**config.mk**
```make
export PLATFORM = sky130hd
export DESIGN_NAME = frame_normalizer
export DESIGN_NICKNAME = d
export VERILOG_FILES = /design/src/rtl/frame_normalizer.sv
export SDC_FILE = /design/constraint.sdc
export NUM_CORES = 1
export LEC_CHECK = 0
export CAP_MARGIN = 20
export CORE_MARGIN = 2
export CORE_UTILIZATION = 40
export DETAILED_ROUTE_END_ITERATION = 7
export HOLD_SLACK_MARGIN = 0.05
export SLEW_MARGIN = 10
export SYNTH_ARGS = -nofsm -noshare
export SYNTH_HDL_FRONTEND = slang
export SYNTH_SLANG_ARGS = --single-unit
```
**constraint.sdc**
```tcl
create_clock -name i_clk -period 10.3 [get_ports i_clk]
set_input_delay 1.03 -clock i_clk [delete_from_list [all_inputs] [get_ports i_clk]]
set_output_delay 1.03 -clock i_clk [all_outputs]
set_load 0.05 [all_outputs]
```
**src/rtl/frame_normalizer.sv**
```systemverilog
// frame_normalizer
//   Memory-to-memory normaliser for thermal frames. Reads DEPTH signed
//   samples, maps [min, min+range] onto 0..2^OUTW-1 using a fixed-point
//   scale produced by an internal restoring divider, and writes the pixels
//   back out with the read address carried through the pipeline.
//
//   Modes:
//     manual : min/range taken from i_min/i_range on the start cycle.
//     auto   : a scan pass over memory finds min/max first.
//
//   Ports:
//     i_clk, i_rst          clock, synchronous active-high reset
//     i_start, i_auto       frame start (IDLE only), mode select
//     i_min, i_range        manual min (signed) and range (unsigned)
//     o_busy, o_done        busy level, one-cycle completion pulse
//     o_min, o_range        min and raw range used for the frame
//     o_rd_valid/o_rd_addr  read request; i_rd_data returns one cycle later
//     o_wr_valid/o_wr_addr/o_wr_data  normalised pixel write
//
//   Build option:
//     NORM_INVERT_EN  when defined, writes (2^OUTW-1)-q (cold maps to bright).
module frame_normalizer #(
  parameter int DATAW = 16,
  parameter int DEPTH = 64,
  parameter int OUTW  = 8,
  parameter int FRACW = 12,
  parameter int ADDRW = $clog2(DEPTH),
  parameter int SCW   = OUTW + FRACW
) (
  input  logic             i_clk,
  input  logic             i_rst,
  input  logic             i_start,
  input  logic             i_auto,
  input  logic [DATAW-1:0] i_min,
  input  logic [DATAW-1:0] i_range,
  output logic             o_busy,
  output logic             o_done,
  output logic [DATAW-1:0] o_min,
  output logic [DATAW-1:0] o_range,
  output logic             o_rd_valid,
  output logic [ADDRW-1:0] o_rd_addr,
  input  logic [DATAW-1:0] i_rd_data,
  output logic             o_wr_valid,
  output logic [ADDRW-1:0] o_wr_addr,
  output logic [OUTW-1:0]  o_wr_data
);

  // Width of prod >> FRACW, and of the full product
  localparam int HIW   = DATAW + OUTW;
  localparam int PRODW = HIW + FRACW;
  localparam int CNTW  = $clog2(SCW);

  localparam logic [SCW-1:0]   DIVIDEND  = {{OUTW{1'b1}}, {FRACW{1'b0}}};
  localparam logic [OUTW-1:0]  PIX_MAX   = {OUTW{1'b1}};
  localparam logic [ADDRW-1:0] LAST_ADDR = ADDRW'(DEPTH - 1);
  localparam logic [DATAW-1:0] ONE       = DATAW'(1);
  localparam logic [CNTW-1:0]  DIV_LAST  = CNTW'(SCW - 1);

  typedef enum logic [2:0] {IDLE, SCAN, DIVIDE, NORM, DONE} state_t;

  state_t                  state_reg;
  logic                    rd_valid_reg;
  logic [ADDRW-1:0]        rd_addr_reg;
  logic [DATAW-1:0]        min_reg;
  logic [DATAW-1:0]        range_reg;
  logic signed [DATAW-1:0] scan_min_reg;
  logic signed [DATAW-1:0] scan_max_reg;
  logic [DATAW-1:0]        rem_reg;
  logic [SCW-1:0]          quo_reg;
  logic [CNTW-1:0]         div_cnt_reg;
  logic [SCW-1:0]          scale_reg;
  logic                    done_reg;

  // Pipeline: pend = read data arriving, s1 = clamped delta, s2 = scaled value
  logic                    pend_valid_reg;
  logic [ADDRW-1:0]        pend_addr_reg;
  logic                    s1_valid_reg;
  logic [ADDRW-1:0]        s1_addr_reg;
  logic [DATAW-1:0]        s1_delta_reg;
  logic                    s2_valid_reg;
  logic [ADDRW-1:0]        s2_addr_reg;
  logic [HIW-1:0]          s2_hi_reg;

  // A zero range would divide by zero; treat it as 1
  logic [DATAW-1:0] range_eff;
  assign range_eff = (range_reg == '0) ? ONE : range_reg;

  // Scan fold: the sample at address 0 seeds both extremes
  logic signed [DATAW-1:0] sample;
  logic signed [DATAW-1:0] fold_min;
  logic signed [DATAW-1:0] fold_max;
  logic [DATAW-1:0]        scan_range;

  assign sample = i_rd_data;

  always_comb begin
    fold_min = scan_min_reg;
    fold_max = scan_max_reg;
    if (pend_addr_reg == '0) begin
      fold_min = sample;
      fold_max = sample;
    end else begin
      if (sample < scan_min_reg) fold_min = sample;
      if (sample > scan_max_reg) fold_max = sample;
    end
  end

  assign scan_range = fold_max - fold_min;

  // Restoring divider step: the dividend is shifted out of quo_reg MSB-first
  // while quotient bits shift in at the bottom.
  logic [DATAW:0]   rem_shift;
  logic             div_take;
  logic [DATAW-1:0] rem_next;
  logic [SCW-1:0]   quo_next;

  always_comb begin
    rem_shift = {rem_reg, quo_reg[SCW-1]};
    div_take  = (rem_shift >= {1'b0, range_eff});
    rem_next  = div_take ? DATAW'(rem_shift - {1'b0, range_eff}) : rem_shift[DATAW-1:0];
    quo_next  = {quo_reg[SCW-2:0], div_take};
  end

  // Stage 1: signed difference at DATAW+1 bits, clamped into [0, range_eff]
  logic [DATAW:0]   diff;
  logic [DATAW-1:0] delta_clamped;

  always_comb begin
    diff = {i_rd_data[DATAW-1], i_rd_data} - {min_reg[DATAW-1], min_reg};
    if (diff[DATAW]) begin
      delta_clamped = '0;
    end else if (diff[DATAW-1:0] > range_eff) begin
      delta_clamped = range_eff;
    end else begin
      delta_clamped = diff[DATAW-1:0];
    end
  end

  // Stage 2: scale and drop the fractional bits
  logic [HIW-1:0] prod_hi;
  assign prod_hi = HIW'((PRODW'(s1_delta_reg) * PRODW'(scale_reg)) >> FRACW);

  // Output stage: saturate, then optionally invert
  logic            sat;
  logic [OUTW-1:0] q;
  logic [OUTW-1:0] pix;

  assign sat = |s2_hi_reg[HIW-1:OUTW];
  assign q   = sat ? PIX_MAX : s2_hi_reg[OUTW-1:0];

`ifdef NORM_INVERT_EN
  assign pix = PIX_MAX - q;
`else
  assign pix = q;
`endif

  // Control FSM
  always_ff @(posedge i_clk) begin
    if (i_rst) begin
      state_reg    <= IDLE;
      rd_valid_reg <= 1'b0;
      rd_addr_reg  <= '0;
      min_reg      <= '0;
      range_reg    <= '0;
      scan_min_reg <= '0;
      scan_max_reg <= '0;
      rem_reg      <= '0;
      quo_reg      <= '0;
      div_cnt_reg  <= '0;
      scale_reg    <= '0;
      done_reg     <= 1'b0;
    end else begin
      done_reg <= 1'b0;

      // Read sequencer shared by SCAN and NORM: 0..DEPTH-1, no gaps, no wrap
      if (rd_valid_reg) begin
        if (rd_addr_reg == LAST_ADDR) begin
          rd_valid_reg <= 1'b0;
          rd_addr_reg  <= '0;
        end else begin
          rd_addr_reg <= rd_addr_reg + 1'b1;
        end
      end

      unique case (state_reg)
        IDLE: begin
          if (i_start) begin
            if (i_auto) begin
              state_reg    <= SCAN;
              rd_valid_reg <= 1'b1;
              rd_addr_reg  <= '0;
            end else begin
              state_reg   <= DIVIDE;
              min_reg     <= i_min;
              range_reg   <= i_range;
              rem_reg     <= '0;
              quo_reg     <= DIVIDEND;
              div_cnt_reg <= '0;
            end
          end
        end

        SCAN: begin
          if (pend_valid_reg) begin
            scan_min_reg <= fold_min;
            scan_max_reg <= fold_max;
            if (pend_addr_reg == LAST_ADDR) begin
              state_reg   <= DIVIDE;
              min_reg     <= fold_min;
              range_reg   <= scan_range;
              rem_reg     <= '0;
              quo_reg     <= DIVIDEND;
              div_cnt_reg <= '0;
            end
          end
        end

        DIVIDE: begin
          rem_reg     <= rem_next;
          quo_reg     <= quo_next;
          div_cnt_reg <= div_cnt_reg + 1'b1;
          if (div_cnt_reg == DIV_LAST) begin
            state_reg    <= NORM;
            scale_reg    <= quo_next;
            rd_valid_reg <= 1'b1;
            rd_addr_reg  <= '0;
          end
        end

        NORM: begin
          // Leave once the final pixel is on the write port
          if (s2_valid_reg && (s2_addr_reg == LAST_ADDR)) begin
            state_reg <= DONE;
            done_reg  <= 1'b1;
          end
        end

        DONE: begin
          state_reg <= IDLE;
        end

        default: begin
          state_reg <= IDLE;
        end
      endcase
    end
  end

  // Normalisation pipeline; only NORM-pass reads enter stage 1
  always_ff @(posedge i_clk) begin
    if (i_rst) begin
      pend_valid_reg <= 1'b0;
      pend_addr_reg  <= '0;
      s1_valid_reg   <= 1'b0;
      s1_addr_reg    <= '0;
      s1_delta_reg   <= '0;
      s2_valid_reg   <= 1'b0;
      s2_addr_reg    <= '0;
      s2_hi_reg      <= '0;
    end else begin
      pend_valid_reg <= rd_valid_reg;
      pend_addr_reg  <= rd_addr_reg;
      s1_valid_reg   <= pend_valid_reg && (state_reg == NORM);
      s1_addr_reg    <= pend_addr_reg;
      s1_delta_reg   <= delta_clamped;
      s2_valid_reg   <= s1_valid_reg;
      s2_addr_reg    <= s1_addr_reg;
      s2_hi_reg      <= prod_hi;
    end
  end

  assign o_busy     = (state_reg != IDLE);
  assign o_done     = done_reg;
  assign o_min      = min_reg;
  assign o_range    = range_reg;
  assign o_rd_valid = rd_valid_reg;
  assign o_rd_addr  = rd_addr_reg;
  assign o_wr_valid = s2_valid_reg;
  assign o_wr_addr  = s2_addr_reg;
  assign o_wr_data  = s2_valid_reg ? pix : '0;

endmodule

```
; Word-level counts from Yosys, hierarchy flattened
; Cells that the tools add are included.
; Widths: inputs -> output; s select.
[op_classes]
n_addsub = 5
mul = 1
order_cmp = 4
eq_ne = 13
mux = 54
bitwise = 1
n_reduce_logical = 16
[ops]
columns = op, count
row1 = $mux 16, 19
row2 = $mux 20, 4
row3 = $pmux 16 s2, 2
row4 = $pmux 20 s3, 1
row5 = $pmux 16 s3, 1
row6 = $mul 16x20->36, 1
row7 = $gt 16x16->1, 2
row8 = $sub 16x16->16, 2
row9 = $mux 6, 5
row10 = $mux 5, 4
row11 = $eq 6x6->1 const B, 3
row12 = $ge 17x16->1, 1
row13 = $sub 16x16->17, 1
row14 = $logic_not 16->1, 1
row15 = $lt 16x16->1, 1
row16 = $mux 8, 2
row17 = $reduce_or 16->1, 1
row18 = $mux 3, 5
row19 = $pmux 5 s3, 1
row20 = $reduce_and 5->1, 3
row21 = $ne 2x2->1 const B, 6
row22 = $pmux 3 s4, 1
row23 = $pmux 6 s2, 1
row24 = $add 6x1->6 const B, 1
row25 = 15 further kinds, 25
[word_totals]
register_bits = 197
output_inout_bits = 56
word_cells = 114

; Depth between registers and ports, before layout
[logic_depth]
ltp_word = 7
ltp_mapped = 24
mapped_depth_nobuf = 23

; Worst setup path before layout
; No wires, ideal clock.
[synth_timing]
path_type = flip-flop to flip-flop
from = register s1_delta_reg[1]
to = register s2_hi_reg[23]
setup_ns = 0.070
arrival_ns = 5.674
path_slack_ns = 4.556
path_stages_with_launch = 22
n_path_buf = 2
cell_sequence = dfxtp_1 -> buf_2 -> clkbuf_1 -> nand2_1 -> fa_1 -> fa_1 -> fa_1 -> inv_1 -> fa_1 -> fa_1 -> inv_1 -> fa_1 -> inv_1 -> ha_1 -> a211oi_1 -> nand3_1 -> a31oi_1 -> a2111oi_4 -> nor2_4 -> o211ai_2 -> a311o_1 -> a21oi_1
[synth_via]
elab_chain_cells = 1
[synth_lines]
columns = element, line_no
row1 = "start, declared", 79  ; logic [DATAW-1:0] s1_delta_reg;
row2 = "start signal, assigned", 265  ; s1_delta_reg <= delta_clamped;
row3 = $mul 16x20->36, 141  ; assign prod_hi = HIW'((PRODW'(s1_delta_reg) * PRODW'(scale_reg)) >> FRACW);
row4 = "end signal, assigned", 268  ; s2_hi_reg <= prod_hi;
row5 = "end, declared", 82  ; logic [HIW-1:0] s2_hi_reg;
; Every way passes these cells.
; A chain may end at the register's enable or synchronous reset.

; Final worst setup path
[layout_timing]
from = register s1_delta_reg[10]
to = register s2_hi_reg[14]
; Same word-level chain as after synthesis.

==> results by group <==
STA
  – Final Hold Fails: 0
  – Final Skew: between 0.015 and 0.02 ns
  – Fin worst setup slack: roughly 3.8 ns
  – FMAX: about 150 MHz
  – Final slew viol count: 0
  – Final critical-path required period: ~6.5 ns
  – Fin Setup TNS: 0 ns
  – Setup Viol. Count Final: 0
  – Worst hold slack: about 0.44 ns
  – Max transition margin: roughly two fifths
  – Slew at the pin closest to its max-slew limit: between 0.8 and 0.9 ns
  – RSZ-0062 raised after global routing: false
  – Crit share post-route: a little over three fifths

Final layout
  – Fin area: around 23,000 um^2
  – Finished Core Util: 44.6%
  – Share of layout cells above drive strength 1: under 10%
  – Max reg flops: 24
  – Layout Nets: around 2,900
  – Layout area overhead: 10.7%
  – Post-Layout Cell Count: approximately 3,100

Floorplan
  – Core Rows: a little over 80
  – Die Height: 231 um
  – DIE WIDTH: roughly 230 um
  – Total core area: 51,000 um^2
  – IO Count: ~110
  – Initial Utilization: between 40% and 50%
  – Die area: 53,200 um^2

Clock tree
  – Root Buffer: clkbuf_16
  – Hold-fix buffers, CTS: 0
  – Postcts setup bufs: 0
  – Skew-Pair Late Insertion Delay: around 0.50 ns
  – CTS sink cnt: 197
  – Cts bufs inserted: 17
  – Max Buffers Root-to-Sink: 2
  – Worst-path clk slew: roughly 0.09 ns
  – Post_cts resized: 0
  – CTS tree: yes
  – CTS H-tree lvls: 4

Routing
  – Initial DRC count: around 1,000
  – Vias per cell: roughly 5.2
  – Antenna viol nets, final: 0
  – Wire length per cell: between 15 and 20 um
  – Vias: 16,200
  – Final Routed Wirelength: between 50 and 60 mm
  – Pre-antenna DRT Iters: 6
  – DRC Markers: 0

Placed design
  – Placed Area: ~22,000 um^2
  – Post-Place Cells: roughly 3,100
  – GP Congestion: between 0.8 and 0.9
  – Place WS: about 3.8 ns
  – Port-buffer cells: between 100 and 150
  – DPL Wire Length: between 40 and 50 mm

Critical path
  – Crit-path max cell delay: 0.88 ns
  – Crit path kind: reg -> reg
  – Worst Setup SP: s1_delta_reg[10]$_SDFF_PP0_
  – Startpoint Class: flop
  – Worst-path fanout max: 20
  – Critical-path top delay cell: dfxtp_1
  – Most used cell along the critical path: fa_1
  – Register-to-register setup slack: around 3.8 ns
  – CP Capture Type: flop
  – Crit-path leading delay family: adder cells
  – CP required: 10.65 ns
  – R2R depth: 20
  – Crit path buf inv count: 3
  – RR Startpoint: s1_delta_reg[10]$_SDFF_PP0_
  – CP arrival: between 6 and 7 ns
  – R2r endpoint: s2_hi_reg[14]$_SDFF_PP0_
  – CP Cell Sequence: nand2_1, fa_1, inv_1, fa_1, fa_1, fa_1, fa_1, inv_1, fa_1, inv_1, ha_1, a211oi_1, nand3_1, a31oi_1, a21oi_1, o211ai_1, o21ai_0, o21ai_0, xor2_1, nor2_1

Power and ir drop
  – Sw Ratio: between 40% and 50%
  – Power per Cell Area: between 100 and 150 nW/um^2
  – Clock Power Share: 28.2%
  – Comb pwr share: roughly a third
  – Sequential share of power: a little under two fifths
  – Design Power: between 2 and 3 mW
  – Switching pwr: about 1.0 mW
  – Internal power: between 1.5 and 2 mW
  – Maximum vdd drop: between 100 and 150 uV
  – Leak: about 10 nW

Synthesis
  – Async SR Flop Fraction: 0%
  – Seq/Total Area, Yosys: 19.2%
  – Mapped Area: slightly above 20,000 um^2
  – Syn avg cell area: 8.62 um^2
  – Yosys Warn Count: 0
  – Post-synth EDFFs: 0
  – #FFs+latches synth: 197
  – Top_reg_cell synth: dfxtp_1
  – Post-Syn Instances: ~2,400
  – Number of library cell types mapped by synthesis: between 70 and 80
  – Post-synthesis net count: between 2,000 and 3,000

GRT
  – Grt ovf: 0
  – Vias in the first global route: 16,600
  – First-pass GRT wire length: 87.5 mm
  – Largest net degree at the start of global routing: ~70
  – Antenna violations before repair: 1
  – Total GRT Usage: 20.7%

Min path
  – Hold Path Stages: 1
  – Hold Path Sink: o_wr_valid$_SDFF_PP0_
  – Hold Startpoint: s1_valid_reg$_SDFF_PP0_
  – Hold Path Class: reg -> reg

Run
  – Max-cap violations: 0

Outcome
  – Status: finished clean
[cell families after synthesis]
kind of cell	Yosys count	share of synthesized area, %
buf+inv	469	8.66
compound gates	381	12.2
flops	197	19.2
fa+ha+maj	453	36.8
simple gates	765	17.7
mux	58	2.86
xor+xnor	60	2.56
[power by group through the flow]
stage	Clock, mW	Combinational (mW)	Sequential [mW]
global placement	0	0.849	0.959
CTS	0.735	0.870	0.945
floorplan	0	0.681	0.909
finish	0.715	0.873	0.947
detailed placement	0	0.867	0.962
global route	0.765	0.967	0.960
[synth_stat cells (all sizes together) (5+ instances only)]
| master | n | area share, % |
|---|---|---|
| xnor2 | 40 | 1.7 |
| nand3 | 19 | 0.46 |
| fa | 252 | 25 |
| a31oi | 12 | 0.37 |
| dfxtp | 197 | 19 |
| xor2 | 20 | 0.85 |
| a211oi | 55 | 2.0 |
| or2 | 8 | 0.24 |
| nor3 | 24 | 0.58 |
| nor2 | 172 | 3.2 |
| inv | 357 | 6.5 |
| o211ai | 12 | 0.49 |
| and2 | 154 | 4.7 |
| a21oi | 115 | 2.9 |
| clkbuf | 97 | 1.8 |
| nand2 | 286 | 5.3 |
| ha | 201 | 12 |
| nor2b | 32 | 0.97 |
| buf | 14 | 0.35 |
| and3 | 12 | 0.37 |
| o221a | 8 | 0.44 |
| a22oi | 14 | 0.51 |
| nand2b | 9 | 0.27 |
| o21ai | 74 | 1.8 |
| nand4 | 17 | 0.52 |
| mux2i | 56 | 2.7 |
| or3 | 9 | 0.27 |
| o21a | 23 | 0.85 |
| a21o | 22 | 0.80 |
| nor4 | 11 | 0.34 |
| o21bai | 5 | 0.18 |
[final cells by class]
class,count,area [um^2]
antenna,1,2.50
multi-input combinational,1717,14800
tap,680,851
inverter,358,1340
timing repair buffer,119,1170
clock buffer,17,425
sequential,197,3940
clock inverter,15,186
fill,4984,28200
[routing by layer]
layer | vias up | part of all wire [%] | GRT usage, %
met5 | - | 0 | 0
li1 | 7765 | - | -
met2 | 349 | 49 | 35.3
met3 | 56 | 3.9 | 2.74
met4 | 0 | 1.9 | 5.89
met1 | 8042 | 46 | 27.3
[placed cells by master (no fill, tap or decap), types with 56 or more instances in the layout]
cell / n
and2_1: 154
nand2_1: 285
o21ai_0: 69
ha_1: 201
clkdlybuf4s50_1: 106
inv_1: 357
dfxtp_1: 197
mux2i_1: 56
nor2_1: 171
fa_1: 252
a21oi_1: 111
[how the worst max path moves through the flow]
stage	endpoint	slack [ns]	depth (start not counted)
3_5_place_dp	s2_hi_reg[14]$_SDFF_PP0_	3.79	22
3_3_place_gp	s2_hi_reg[14]$_SDFF_PP0_	3.89	22
2_1_floorplan	s2_hi_reg[23]$_SDFF_PP0_	4.56	21
4_1_cts	s2_hi_reg[14]$_SDFF_PP0_	3.76	22
5_1_grt	s2_hi_reg[14]$_SDFF_PP0_	3.35	20
6_report	s2_hi_reg[14]$_SDFF_PP0_	3.81	20
Note: power is estimated with default switching activity, not from simulation.
